--- config.mk ---
export PLATFORM = sky130hd
export DESIGN_NAME = core_mem_arbiter_flat
export DESIGN_NICKNAME = d
export VERILOG_FILES = /design/src/rtl/core_pkg.sv /design/src/rtl/core_mem_arbiter_if.sv /design/src/rtl/core_mem_prio.sv /design/src/rtl/core_mem_arbiter.sv /design/src/flat_wrapper.sv
export SDC_FILE = /design/constraint.sdc
export NUM_CORES = 1
export LEC_CHECK = 0
export CORE_MARGIN = 2
export CORE_UTILIZATION = 43
export DETAILED_ROUTE_END_ITERATION = 8
export PLACE_DENSITY_LB_ADDON = 0.05
export SETUP_SLACK_MARGIN = 0.4
export SLEW_MARGIN = 0
export SYNTH_ARGS = -nofsm -noshare
export SYNTH_HDL_FRONTEND = slang
export SYNTH_SLANG_ARGS = --single-unit
--- constraint.sdc ---
create_clock -name clk -period 3 [get_ports clk]
set_clock_uncertainty 0.05 [all_clocks]
set_input_delay 0.6 -clock clk [delete_from_list [all_inputs] [get_ports clk]]
set_output_delay 0.6 -clock clk [all_outputs]
set_load 0.02 [all_outputs]
--- src/rtl/core_pkg.sv ---
// Shared types and constants for the core memory-port arbiter.
package core_pkg;

    localparam int XLEN = 32;
    localparam int BE_W = 4;

    // Arbiter FSM states
    typedef enum logic [1:0] {
        ST_IDLE  = 2'd0,
        ST_ISSUE = 2'd1,
        ST_WAIT  = 2'd2,
        ST_RESP  = 2'd3
    } state_t;

    // Which requester owns the transaction in flight
    typedef enum logic {
        OWN_I = 1'b0,
        OWN_D = 1'b1
    } owner_t;

endpackage

--- src/rtl/core_mem_arbiter_if.sv ---
// Bundle of fetch, load/store and memory-side signals around the arbiter.
// slave  : the arbiter itself.
// master : the environment (fetch unit, LSU and memory together).
interface core_mem_arbiter_if;
    import core_pkg::*;

    // fetch side
    logic            i_req;
    logic [XLEN-1:0] i_addr;
    logic            i_gnt;
    logic            i_rvalid;
    logic [XLEN-1:0] i_rdata;

    // load/store side
    logic            d_req;
    logic            d_we;
    logic [BE_W-1:0] d_be;
    logic [XLEN-1:0] d_addr;
    logic [XLEN-1:0] d_wdata;
    logic            d_gnt;
    logic            d_rvalid;
    logic [XLEN-1:0] d_rdata;

    // memory side
    logic            mem_req;
    logic            mem_we;
    logic [BE_W-1:0] mem_be;
    logic [XLEN-1:0] mem_addr;
    logic [XLEN-1:0] mem_wdata;
    logic            mem_gnt;
    logic            mem_rvalid;
    logic [XLEN-1:0] mem_rdata;

    modport slave (
        input  i_req, i_addr,
        output i_gnt, i_rvalid, i_rdata,
        input  d_req, d_we, d_be, d_addr, d_wdata,
        output d_gnt, d_rvalid, d_rdata,
        output mem_req, mem_we, mem_be, mem_addr, mem_wdata,
        input  mem_gnt, mem_rvalid, mem_rdata
    );

    modport master (
        output i_req, i_addr,
        input  i_gnt, i_rvalid, i_rdata,
        output d_req, d_we, d_be, d_addr, d_wdata,
        input  d_gnt, d_rvalid, d_rdata,
        input  mem_req, mem_we, mem_be, mem_addr, mem_wdata,
        output mem_gnt, mem_rvalid, mem_rdata
    );

endinterface

--- src/rtl/core_mem_prio.sv ---
// Winner selection between fetch and data, with a streak counter that
// bounds how many data grants in a row fetch can be passed over.
module core_mem_prio
    import core_pkg::*;
#(
    parameter int unsigned D_BURST_MAX = 4
) (
    input  logic   clk,
    input  logic   rst,
    input  logic   i_req,
    input  logic   d_req,
    input  logic   gnt_stb,
    output owner_t win
);

    localparam logic [3:0] BURST_MAX = 4'(D_BURST_MAX);

    logic [3:0] streak;

    // Data wins by default; fetch wins a contested pick once the streak is full.
    always_comb begin
        win = OWN_D;
        if (i_req && d_req) begin
            win = (streak == BURST_MAX) ? OWN_I : OWN_D;
        end else if (i_req) begin
            win = OWN_I;
        end
    end

    // Count data grants that made a waiting fetch wait; anything else clears.
    always_ff @(posedge clk) begin
        if (rst) begin
            streak <= 4'd0;
        end else if (gnt_stb) begin
            if (win == OWN_D && i_req) begin
                if (streak < BURST_MAX) begin
                    streak <= streak + 4'd1;
                end
            end else begin
                streak <= 4'd0;
            end
        end
    end

endmodule

--- src/rtl/core_mem_arbiter.sv ---
// Shares one memory port between instruction fetch and the LSU.
// One transaction in flight at a time; the response goes back to its owner.
//
// state    | meaning
// ---------+-----------------------------------------------------------
// ST_IDLE  | no transaction; grant the winning request combinationally
// ST_ISSUE | MEM_REQ high with latched fields, waiting for MEM_GNT
// ST_WAIT  | request accepted, waiting for MEM_RVALID
// ST_RESP  | owner's RVALID pulse is on the outputs this cycle
module core_mem_arbiter
    import core_pkg::*;
#(
    parameter int unsigned D_BURST_MAX = 4
) (
    input  logic               clk,
    input  logic               rst,
    core_mem_arbiter_if.slave  bus
);

    state_t          state;
    owner_t          owner;
    owner_t          win;
    logic            gnt_stb;
    logic            capture;
    logic [XLEN-1:0] resp_data;

    assign gnt_stb    = (state == ST_IDLE) && (bus.i_req || bus.d_req);
    assign bus.i_gnt  = gnt_stb && (win == OWN_I);
    assign bus.d_gnt  = gnt_stb && (win == OWN_D);

    // A store has nothing to return, so its response data is forced to zero.
    assign resp_data  = bus.mem_we ? '0 : bus.mem_rdata;

    // Response is taken in WAIT, or in ISSUE only when it arrives together
    // with the grant; stray MEM_RVALID in other states is dropped.
    assign capture    = ((state == ST_ISSUE) && bus.mem_gnt && bus.mem_rvalid) ||
                        ((state == ST_WAIT) && bus.mem_rvalid);

    core_mem_prio #(
        .D_BURST_MAX (D_BURST_MAX)
    ) u_prio (
        .clk     (clk),
        .rst     (rst),
        .i_req   (bus.i_req),
        .d_req   (bus.d_req),
        .gnt_stb (gnt_stb),
        .win     (win)
    );

    // Transaction sequencing, request latching and response return.
    always_ff @(posedge clk) begin
        if (rst) begin
            state         <= ST_IDLE;
            owner         <= OWN_I;
            bus.mem_req   <= 1'b0;
            bus.mem_we    <= 1'b0;
            bus.mem_be    <= '0;
            bus.mem_addr  <= '0;
            bus.mem_wdata <= '0;
            bus.i_rvalid  <= 1'b0;
            bus.d_rvalid  <= 1'b0;
            bus.i_rdata   <= '0;
            bus.d_rdata   <= '0;
        end else begin
            bus.i_rvalid <= 1'b0;
            bus.d_rvalid <= 1'b0;

            case (state)
                ST_IDLE: begin
                    if (gnt_stb) begin
                        owner       <= win;
                        bus.mem_req <= 1'b1;
                        state       <= ST_ISSUE;
                        if (win == OWN_I) begin
                            bus.mem_we    <= 1'b0;
                            bus.mem_be    <= '1;
                            bus.mem_addr  <= bus.i_addr;
                            bus.mem_wdata <= '0;
                        end else begin
                            bus.mem_we    <= bus.d_we;
                            bus.mem_be    <= bus.d_be;
                            bus.mem_addr  <= bus.d_addr;
                            bus.mem_wdata <= bus.d_wdata;
                        end
                    end
                end
                ST_ISSUE: begin
                    if (bus.mem_gnt) begin
                        bus.mem_req <= 1'b0;
                        state       <= bus.mem_rvalid ? ST_RESP : ST_WAIT;
                    end
                end
                ST_WAIT: begin
                    if (bus.mem_rvalid) begin
                        state <= ST_RESP;
                    end
                end
                ST_RESP: begin
                    state <= ST_IDLE;
                end
                default: begin
                    state <= ST_IDLE;
                end
            endcase

            // RVALID goes out registered, so it is raised on entry to RESP.
            if (capture) begin
                if (owner == OWN_I) begin
                    bus.i_rvalid <= 1'b1;
                    bus.i_rdata  <= resp_data;
                end else begin
                    bus.d_rvalid <= 1'b1;
                    bus.d_rdata  <= resp_data;
                end
            end
        end
    end

endmodule

--- src/flat_wrapper.sv ---
// flat-port wrapper written by rule: the top's interface ports become plain ports
module core_mem_arbiter_flat import core_pkg::*;
#(
    parameter int unsigned D_BURST_MAX = 4
)
  (clk, rst, bus_i_req, bus_i_addr, bus_i_gnt, bus_i_rvalid, bus_i_rdata, bus_d_req, bus_d_we, bus_d_be, bus_d_addr, bus_d_wdata, bus_d_gnt, bus_d_rvalid, bus_d_rdata, bus_mem_req, bus_mem_we, bus_mem_be, bus_mem_addr, bus_mem_wdata, bus_mem_gnt, bus_mem_rvalid, bus_mem_rdata);
  core_mem_arbiter_if bus_i ();
  input  logic clk;
  input  logic rst;
  input wire logic [$bits(bus_i.i_req)-1:0] bus_i_req;
  input wire logic [$bits(bus_i.i_addr)-1:0] bus_i_addr;
  output wire logic [$bits(bus_i.i_gnt)-1:0] bus_i_gnt;
  output wire logic [$bits(bus_i.i_rvalid)-1:0] bus_i_rvalid;
  output wire logic [$bits(bus_i.i_rdata)-1:0] bus_i_rdata;
  input wire logic [$bits(bus_i.d_req)-1:0] bus_d_req;
  input wire logic [$bits(bus_i.d_we)-1:0] bus_d_we;
  input wire logic [$bits(bus_i.d_be)-1:0] bus_d_be;
  input wire logic [$bits(bus_i.d_addr)-1:0] bus_d_addr;
  input wire logic [$bits(bus_i.d_wdata)-1:0] bus_d_wdata;
  output wire logic [$bits(bus_i.d_gnt)-1:0] bus_d_gnt;
  output wire logic [$bits(bus_i.d_rvalid)-1:0] bus_d_rvalid;
  output wire logic [$bits(bus_i.d_rdata)-1:0] bus_d_rdata;
  output wire logic [$bits(bus_i.mem_req)-1:0] bus_mem_req;
  output wire logic [$bits(bus_i.mem_we)-1:0] bus_mem_we;
  output wire logic [$bits(bus_i.mem_be)-1:0] bus_mem_be;
  output wire logic [$bits(bus_i.mem_addr)-1:0] bus_mem_addr;
  output wire logic [$bits(bus_i.mem_wdata)-1:0] bus_mem_wdata;
  input wire logic [$bits(bus_i.mem_gnt)-1:0] bus_mem_gnt;
  input wire logic [$bits(bus_i.mem_rvalid)-1:0] bus_mem_rvalid;
  input wire logic [$bits(bus_i.mem_rdata)-1:0] bus_mem_rdata;
  assign bus_i.i_req = bus_i_req;
  assign bus_i.i_addr = bus_i_addr;
  assign bus_i_gnt = bus_i.i_gnt;
  assign bus_i_rvalid = bus_i.i_rvalid;
  assign bus_i_rdata = bus_i.i_rdata;
  assign bus_i.d_req = bus_d_req;
  assign bus_i.d_we = bus_d_we;
  assign bus_i.d_be = bus_d_be;
  assign bus_i.d_addr = bus_d_addr;
  assign bus_i.d_wdata = bus_d_wdata;
  assign bus_d_gnt = bus_i.d_gnt;
  assign bus_d_rvalid = bus_i.d_rvalid;
  assign bus_d_rdata = bus_i.d_rdata;
  assign bus_mem_req = bus_i.mem_req;
  assign bus_mem_we = bus_i.mem_we;
  assign bus_mem_be = bus_i.mem_be;
  assign bus_mem_addr = bus_i.mem_addr;
  assign bus_mem_wdata = bus_i.mem_wdata;
  assign bus_i.mem_gnt = bus_mem_gnt;
  assign bus_i.mem_rvalid = bus_mem_rvalid;
  assign bus_i.mem_rdata = bus_mem_rdata;
  core_mem_arbiter #(.D_BURST_MAX(D_BURST_MAX)) u_core (.clk(clk), .rst(rst), .bus(bus_i));
endmodule
## After elaboration in Yosys (flattened, before gate mapping)

Cells that the tools add are included.

| cells by class | value |
|---|---|
| add/sub/neg operators | 1 |
| bitwise logic cells | 3 |
| equal/unequal tests | 8 |
| reduce and logical (&&, ||, !) cells | 19 |
| multiplexer cells | 20 |
| order comparisons | 1 |

Operators with widths:

| kind | number |
|---|---|
| two-way mux 32 bit | 3 |
| two-way mux 4 bit | 3 |
| two-way mux 1 bit | 9 |
| logical AND 1 bit | 8 |
| one-hot mux 2 bit (4 select lines) | 1 |
| AND reduction 2 bit | 4 |
| two-way mux 2 bit | 3 |
| AND reduction 3 bit | 2 |
| adder 4 x 1 -> 4 bit (second input constant) | 1 |
| equality test 2 bit (second input constant) | 2 |
| equality test 4 x 3 -> 1 bit (second input constant) | 1 |
| less-than comparator 4 x 3 -> 1 bit (second input constant) | 1 |
| inequality test 2 x 1 -> 1 bit (second input constant) | 2 |
| inequality test 2 bit (second input constant) | 2 |
| NOT 1 bit | 3 |
| equality test 2 x 1 -> 1 bit (second input constant) | 1 |
| logical NOT 2 bit | 1 |
| logical OR 1 bit | 2 |
| one-hot mux 1 bit (2 select lines) | 1 |
| nonzero test 2 bit | 1 |
| OR reduction 2 bit | 1 |

| storage, ports and cells | value |
|---|---|
| input bits | 139 |
| output and inout bits | 138 |
| word-level logic and storage cells | 64 |
| register bits after elaboration | 143 |

## Logic depth before layout (Yosys ltp)

Gate-level depths: netlist (run 1).

| depth | value |
|---|---|
| depth after elaboration | 6 |
| gate-level depth with buffers | 9 |
| gate-level depth less buffers | 7 |

## Hierarchy

A second synthesis (run 1) with hierarchy kept.

| second synthesis, totals | value |
|---|---|
| cell total of the unflattened synthesis | 615 |
| area total of the unflattened synthesis | 6192.2 um^2 |

By module, submodules not included:

| module | cells each | instances | seq. area each (um^2) | area each (um^2) |
|---|---|---|---|---|
| core_mem_arbiter | 592 | 1 | 2782.7 | 5973.2 |
| core_mem_prio | 23 | 1 | 80.1 | 219.0 |

## Worst setup path after synthesis (run 1)

Ideal clock, no wire load.

| timing | value |
|---|---|
| kind | in2out |
| start | input bus_i_req |
| end | output bus_d_gnt |
| required time | 2.350 ns |
| setup slack | 0.995 ns |
| data arrival time | 1.355 ns |
| buffers on the path | 3 |
| stages on the path | 6 |
| cells stage by stage | buf_6 > nand4b_2 > nand3_2 > inv_2 > buf_6 > buf_2 |

| on the way | value |
|---|---|
| cells in the longest elaborated chain, start to end | 3 |
| elaborated cells on any way between the ends | 6 |
| those cells by class | mux (2); reduce/logical (4) |

Ends and longest elaborated chain:

| what | line | text |
|---|---|---|
| start: declaration | flat_wrapper.sv:10 | `input wire logic [$bits(bus_i.i_req)-1:0] bus_i_req;` |
| two-way mux 1 bit, or another cell as far along | core_mem_prio.sv:25 | `end else if (i_req) begin` |
| two-way mux 1 bit or logical AND 1 bit (tied branches) | core_mem_prio.sv:23, core_mem_arbiter.sv:27 |  |
| logical AND 1 bit * | core_mem_arbiter.sv:29 | `assign bus.d_gnt = gnt_stb && (win == OWN_D);` |
| end: declaration | flat_wrapper.sv:20 | `output wire logic [$bits(bus_i.d_gnt)-1:0] bus_d_gnt;` |

Mark *: on every way between the ends. The rest lies on a longest branch, timed or not.

## Worst setup path after layout (run 1)

| timing | value |
|---|---|
| start | register u_core.u_prio.streak[0] |
| end | output bus_i_gnt |

| on the way | value |
|---|---|
| cells in the longest elaborated chain, start to end | 5 |

Ends and longest elaborated chain:

| what | line | text |
|---|---|---|
| start: declaration | core_mem_prio.sv:18 | `logic [3:0] streak;` |
| start signal: assignment | core_mem_prio.sv:37 | `streak <= streak + 4'd1;` |
| equality test 4 x 3 -> 1 bit | core_mem_prio.sv:24 | `win = (streak == BURST_MAX) ? OWN_I : OWN_D;` |
| two-way mux 1 bit | core_mem_prio.sv:24 |  |
| two-way mux 1 bit | core_mem_prio.sv:23 | `if (i_req && d_req) begin` |
| NOT 1 bit | core_mem_arbiter.sv:28 | `assign bus.i_gnt = gnt_stb && (win == OWN_I);` |
| logical AND 1 bit | core_mem_arbiter.sv:28 |  |
| end: declaration | flat_wrapper.sv:12 | `output wire logic [$bits(bus_i.i_gnt)-1:0] bus_i_gnt;` |

No other way between the ends.

==> impl_results.md, run 1 <==
- Sequential standard cell area: 2860 um^2
- Synth area leaders: dfxtp_1 53%, nand2_1 9.1%, a21oi_1 6.6%
- Critical path peak fanout: 4
- Hold buffer count at cts: 0
- # rows: 40
- Critical path data required time: 2.35 ns
- WP buf/inv: 2
- Die Y: 116 um
- Placer Congestion: 0.800
- Hold Slack: 0.402 ns
- Initial DRC Count: 470
- Max-slew violations: 0
- Clk_lat worst skew: 0.42 ns
- Post-Synthesis Cells: 625
- Total number of yosys warnings: 0
- Crit path kind: reg2out
- Slew at the pin closest to its max-slew limit: approximately 0.75 ns
- Fin. Hold Viols: 0
- Starting Density: 0.445
- Seq/Total Area, Yosys: 0.531
- TNS Setup: 0 ns
- Antenna violation net count after detailed routing: 0
- CTS Sinks: 143
- Synth unique cells: 36
- Clock Tree Root: clkbuf_16
- Core area: 12100 um^2
- Mean post-synth cell area: 8.62 um^2
- Gates resized, CTS repair: 3
- Global Route Usage Sum: 0.250
- Asr flop ratio synth: 0
- Most common cell in the netlist: dfxtp_1
- Crit path max-delay cell type: dlygate4sd2_1
- Ys flop type: dfxtp_1
- Max-cap violations: 0
- CP arrival: 1.76 ns
- Vias/cell: 5.20
- Number of diodes: 0
- Yosys top cell area share: 0.531
- Global-route wire length before repair: 26.2 mm
- CP Cell Sequence: inv_1 -> ha_1 -> nand3b_1 -> a21oi_2 -> dlygate4sd2_1
- Placed inst area: 8230 um^2
- Max-slew headroom: 0.499
- CTS tree: yes
- Crit. End Element: primary output
- Cell Area, Synth: 5390 um^2
- P per Cell Area: between 700 and 800 nW/um^2
- Clock buffer depth: 2
- EDFF count, synth: 0
- Outcome: finished clean
- Worst VDD drop: about 540 uV
- Critical path's top delay family: buffers and inverters
- Final Instance Area: 8720 um^2
- Layout cells sized above 1: 0.0484
- Area of the multi-input gates: 2250 um^2
- Gr ovfl total: 0
- DRT Pass-1 Iters: 9
- Hold WC Path Type: reg2reg
- # IOs: around 280
- Minimum clock period: 2.41 ns
- H-tree levels: 4
- Final wirelength: 17.2 mm
- Post-CTS Setup Bufs: 0
- Hpwl dp: 11.8 mm
- Initial antenna violation count: 0
- Die Width: about 120 um
- Synth top cells by count: 143 x dfxtp_1, 131 x nand2_1, 82 x nor2_1, 71 x a21oi_1
- #FFs+latches synth: ~140
- Vias in the first global route: 5371
- Residual DRC count: 0
- Avg WL per Cell: 16.3 um
- Area Growth Syn to Fin: 61.8%
- Total number of vias: between 5000 and 6000
- I/O Buffers: 276
- Crit-path max cell delay: about 0.38 ns
- Area leader, netlist: dfxtp_1
- Fmax: 415 MHz
- Filler cells: 967
- Clock Pin Slew Worst Setup and Hold Paths: 0.05 ns
- Cts bufs inserted: 17
- Largest net degree at the start of global routing: 75
- Die ar.: 13400 um^2
- Syn nets: 769
- Period utilisation layout: 0.803
- Unrepaired setup endpoints after global routing: false
- Startpoint class of the critical path: register
- Finish-stage setup viols: 0
- Leak Pwr: 3.15 nW
- Final nets: 1024
state kept, by name, summed over array words and instances (netlist names), 2 cells and up:
register / cells
u_core.bus.d_rdata: 32
u_core.bus.mem_wdata: 32
u_core.u_prio.streak: 4
u_core.state: 2
u_core.bus.i_rdata: 32
u_core.bus.mem_addr: 32
u_core.bus.mem_be: 4
cells by family after synthesis:
logic type	after synthesis	synth area share
AOI/OAI and AO/OA	150	0.189
adders and majority gates	5	0.0116
and+or+nand+nor	263	0.211
buffers and inverters	62	0.0534
xor gates and xnor gates	1	0.00163
DFF	143	0.531
muxes	1	0.00186
layer usage:
metal,track usage,share of wire
met3,0.0957,0.086
met4,0.0889,0.022
met2,0.435,0.51
met5,0,0
met1,0.281,0.39
area by class of cell:
class                   instances  area share
repair buffers                289       0.329
flip-flops and latches        143       0.328
multi-input cells             420       0.259
clock buffers                  26      0.0550
well taps                     168      0.0241
inverters                       9     0.00388
clock inverters                 2     0.00115
per-stage QoR:
stage	total power, W	cells	util	setup WS (ns)
after floorplan	0.00374	625	-	0.995
after detailed placement	0.00476	1029	0.679	0.326
final	0.00652	1057	0.720	0.592
after global placement	0.00470	1029	0.679	0.339
after global routing	0.00686	1057	0.720	0.488
after CTS	0.00656	1057	0.720	0.566
placed cells by master, fill, tap and decap left out, types with 2 or more instances in the layout:
cell type | Yosys | layout
clkdlybuf4s50_1 | 0 | 273
ha_1 | 5 | 4
clkbuf_16 | 0 | 17
nor2b_1 | 33 | 33
a22oi_1 | 33 | 33
dlygate4sd2_1 | 0 | 2
clkinv_2 | 0 | 2
nor3_1 | 4 | 4
a21oi_1 | 71 | 71
dfxtp_1 | 143 | 143
nand2_1 | 131 | 131
clkbuf_8 | 0 | 2
inv_1 | 8 | 8
nand2b_1 | 3 | 3
o21ai_0 | 7 | 7
a222oi_1 | 32 | 32
nor2_1 | 82 | 82
nand3b_1 | 2 | 2
buf_4 | 0 | 13
clkbuf_1 | 23 | 7
worst reg2reg max path, cell delays in order, from the launching register on:
cell and delay (ns):
dfxtp_1 0.39, inv_1 0.09, ha_1 0.24, a21oi_1 0.35
nand3b_1 0.16, buf_4 0.35, nand2_1 0.12, a21oi_1 0.17
worst paths after layout:
check	from	endpoint	slack, ns	cells past startpoint
worst min register to register	u_core.bus.i_rdata[3]	u_core.bus.i_rdata[3]	0.40	2
worst max-delay path	u_core.u_prio.streak[0]	bus_i_gnt	0.59	5
worst max register to register	u_core.state[1]	u_core.bus.d_rdata[31]	1.01	7
worst min-delay path	u_core.bus.i_rdata[3]	u_core.bus.i_rdata[3]	0.40	2
where the power goes:
part	switching, W	internal [W]
clock network	0.000711	0.00108
logic	0.00133	0.00104
registers	0.000170	0.00220
total	0.00221	0.00431
(Power assumes the default switching activity.)
==> run 2: changes to the inputs <==
--- a/config.mk
+++ b/config.mk
@@ -6,7 +6,7 @@
 export NUM_CORES = 1
 export LEC_CHECK = 0
 export CORE_MARGIN = 2
-export CORE_UTILIZATION = 43
+export CORE_UTILIZATION = 40
 export DETAILED_ROUTE_END_ITERATION = 8
 export PLACE_DENSITY_LB_ADDON = 0.05
 export SETUP_SLACK_MARGIN = 0.4
==> constraint.sdc (replaced) <==
create_clock -name clk -period 2.4 [get_ports clk]
set_clock_uncertainty 0.05 [all_clocks]
set_input_delay 0.48 -clock clk [delete_from_list [all_inputs] [get_ports clk]]
set_output_delay 0.48 -clock clk [all_outputs]
set_load 0.02 [all_outputs]
==> run 2 against run 1 <==
Net effect: register-to-register slack got worse by 0.50 ns; clock-buffer cell count decreased by 1; non-clock buffer count grew 22; utilization fell by 3.3 points; global-route usage fell by 0.32 points; sequential power grew 25%; critical path depth unchanged; worst setup slack worse by 0.16 ns; critical endpoint unchanged; largest cell class unchanged.
==> impl_results.md, run 2 (same netlist as run 1, synthesis figures left out) <==
- Largest net degree at the start of global routing: 54
- Global-route wire length before repair: 28.1 mm
- Residual DRC count: 0
- # IOs: 277
- Critical path peak fanout: 4
- I/O Buffers: 276
- Placed cells: 1044
- Most frequent cells in the layout: 272 x clkdlybuf4s50_1, 142 x dfxtp_1, 131 x nand2_1, 82 x nor2_1, 70 x a21oi_1
- Critical path's top delay family: flip-flops
- R2R depth: 12
- Die Width: ~120 um
- Crit path max-delay cell type: dfxtp_1
- Fmax: 507 MHz
- CTS Sinks: 143
- Finish-stage setup viols: 0
- Placed inst area: 8340 um^2
- Vias/cell: 5.16
- Period utilisation layout: 0.821
- Avg WL per Cell: 16.7 um
- P per Cell Area: between 900 and 1000 nW/um^2
- CTS tree: yes
- Crit path kind: reg2out
- Reg-to-reg slack, setup: 0.51 ns
- Fin. Hold Viols: 0
- Initial DRC Count: 499
- Met1 Resource Use GR: 0.277
- WP buf/inv: 2
- Fin cells: 1089
- Layout cells sized above 1: 0.0865
- Worst VDD drop: 490 uV
- Worst Hold Depth: 2
- WP depth: 5
- Leak Pwr: 3.31 nW
- Outcome: finished clean
- Vias in the first global route: 5570
- Final worst setup slack: 0.429 ns
- Die ar.: 14400 um^2
- Global Route Usage Sum: 0.247
- Minimum clock period: 1.97 ns
- Startpoint class of the critical path: register
- Clock Tree Root: clkbuf_16
- Max-slew violations: 0
- CP Cell Sequence: inv_2 -> ha_4 -> nand3b_1 -> a21oi_2 -> buf_6
- Starting Density: 0.408
- Slew at the pin closest to its max-slew limit: 0.458 ns
- Cts bufs inserted: 17
- Number of diodes: 0
- Initial antenna violation count: 0
- Clock buffer depth: 2
- Met3 GRT Util: 0.0722
- Max-slew headroom: 0.694
- Hold buffer count at cts: 0
- GRT met2 Usage: 0.441
- Final nets: 1046
- Crit. End Element: primary output
- Final wirelength: 18.1 mm
- Total number of vias: between 5000 and 6000
- Gr ovfl total: 0
- TNS Setup: 0 ns
- Clk_lat worst skew: 0.41 ns
- # rows: 42
- Antenna violation net count after detailed routing: 0
- CP arrival: about 1.4 ns
- DRT Pass-1 Iters: 8
- Hpwl dp: between 10 and 15 mm
- Commonest non-fill, non-tap cell in the layout: clkdlybuf4s50_1
- Setup WS pre-CTS: about 0.06 ns
- Final core utilization: 0.686
- Final Instance Area: 9050 um^2
- Core area: between 10000 and 15000 um^2
- Clock Pin Slew Worst Setup and Hold Paths: 0.06 ns
- Crit-path max cell delay: approximately 0.32 ns
- Die Y: 120 um
- Critical path data required time: 1.87 ns
- Area Growth Syn to Fin: 68.0%
- Unrepaired setup endpoints after global routing: true
- Hold WC Path Type: in2reg
- Gr busiest metal: met2
- Max-cap violations: 0
- Placer Congestion: 0.771
- H-tree levels: 4
-- run 2: changes by cell type in the layout (fill, tap and decap cells not counted), sizes merged --
| cell | previous run | this run |
|---|---|---|
| clkinv | 2 | 3 |
| clkbuf | 26 | 25 |
| buf | 14 | 38 |
| bufinv | 0 | 1 |
| clkinvlp | 0 | 1 |
| dlygate4sd2 | 2 | 1 |
| clkdlybuf4s50 | 273 | 272 |
-- run 2: layer usage --
metal,up-vias,share of wire
met4,0,0.018
met3,25,0.079
met1,2648,0.39
met5,-,0
li1,2700,-
met2,246,0.51
-- run 2: what timing repair did --
item,CTS,global route
gates resized for setup,20,2
pin swaps,4,0
buffers inserted,11,4
setup endpoints to repair,2,6
-- run 2: path summary, 6_finish.rpt --
kind / end / start
min: u_core.bus.mem_wdata[9] / rst
max: bus_i_gnt / u_core.u_prio.streak[1]
max reg2reg: u_core.u_prio.streak[1] / u_core.u_prio.streak[1]
min reg2reg: u_core.bus.d_rdata[25] / u_core.bus.d_rdata[25]
-- run 2: per-stage QoR --
stage          hold WS, ns  power (W)
3_5_place_dp         0.396    0.00609
2_1_floorplan        0.401    0.00467
5_1_grt              0.408    0.00909
3_3_place_gp         0.391    0.00602
6_report             0.401    0.00866
4_1_cts              0.384    0.00864
-- run 2: power breakdown --
group          internal (W)  switching, W
Combinational       0.00150       0.00174
Clock               0.00152      0.000929
Sequential          0.00275      0.000217
-- run 2: worst reg2reg max path, stage by stage (launching register included) --
cell and delay, ns:
dfxtp_1 0.32, inv_2 0.08, ha_4 0.15, nand3b_1 0.13, buf_4 0.16, buf_4 0.12, buf_4 0.12, buf_4 0.12
buf_4 0.12, buf_4 0.12, buf_4 0.12, nand4bb_1 0.08, o31ai_1 0.07
-- run 2: final cells by class --
type / count / area, um^2
fillers: 1088 / 4140
repair buffers: 311 / 3090
flip-flops and latches: 143 / 2860
multi-input cells: 420 / 2290
clock buffers: 25 / 495
well taps: 176 / 220
clock inverters: 5 / 56.3
inverters: 9 / 36.3
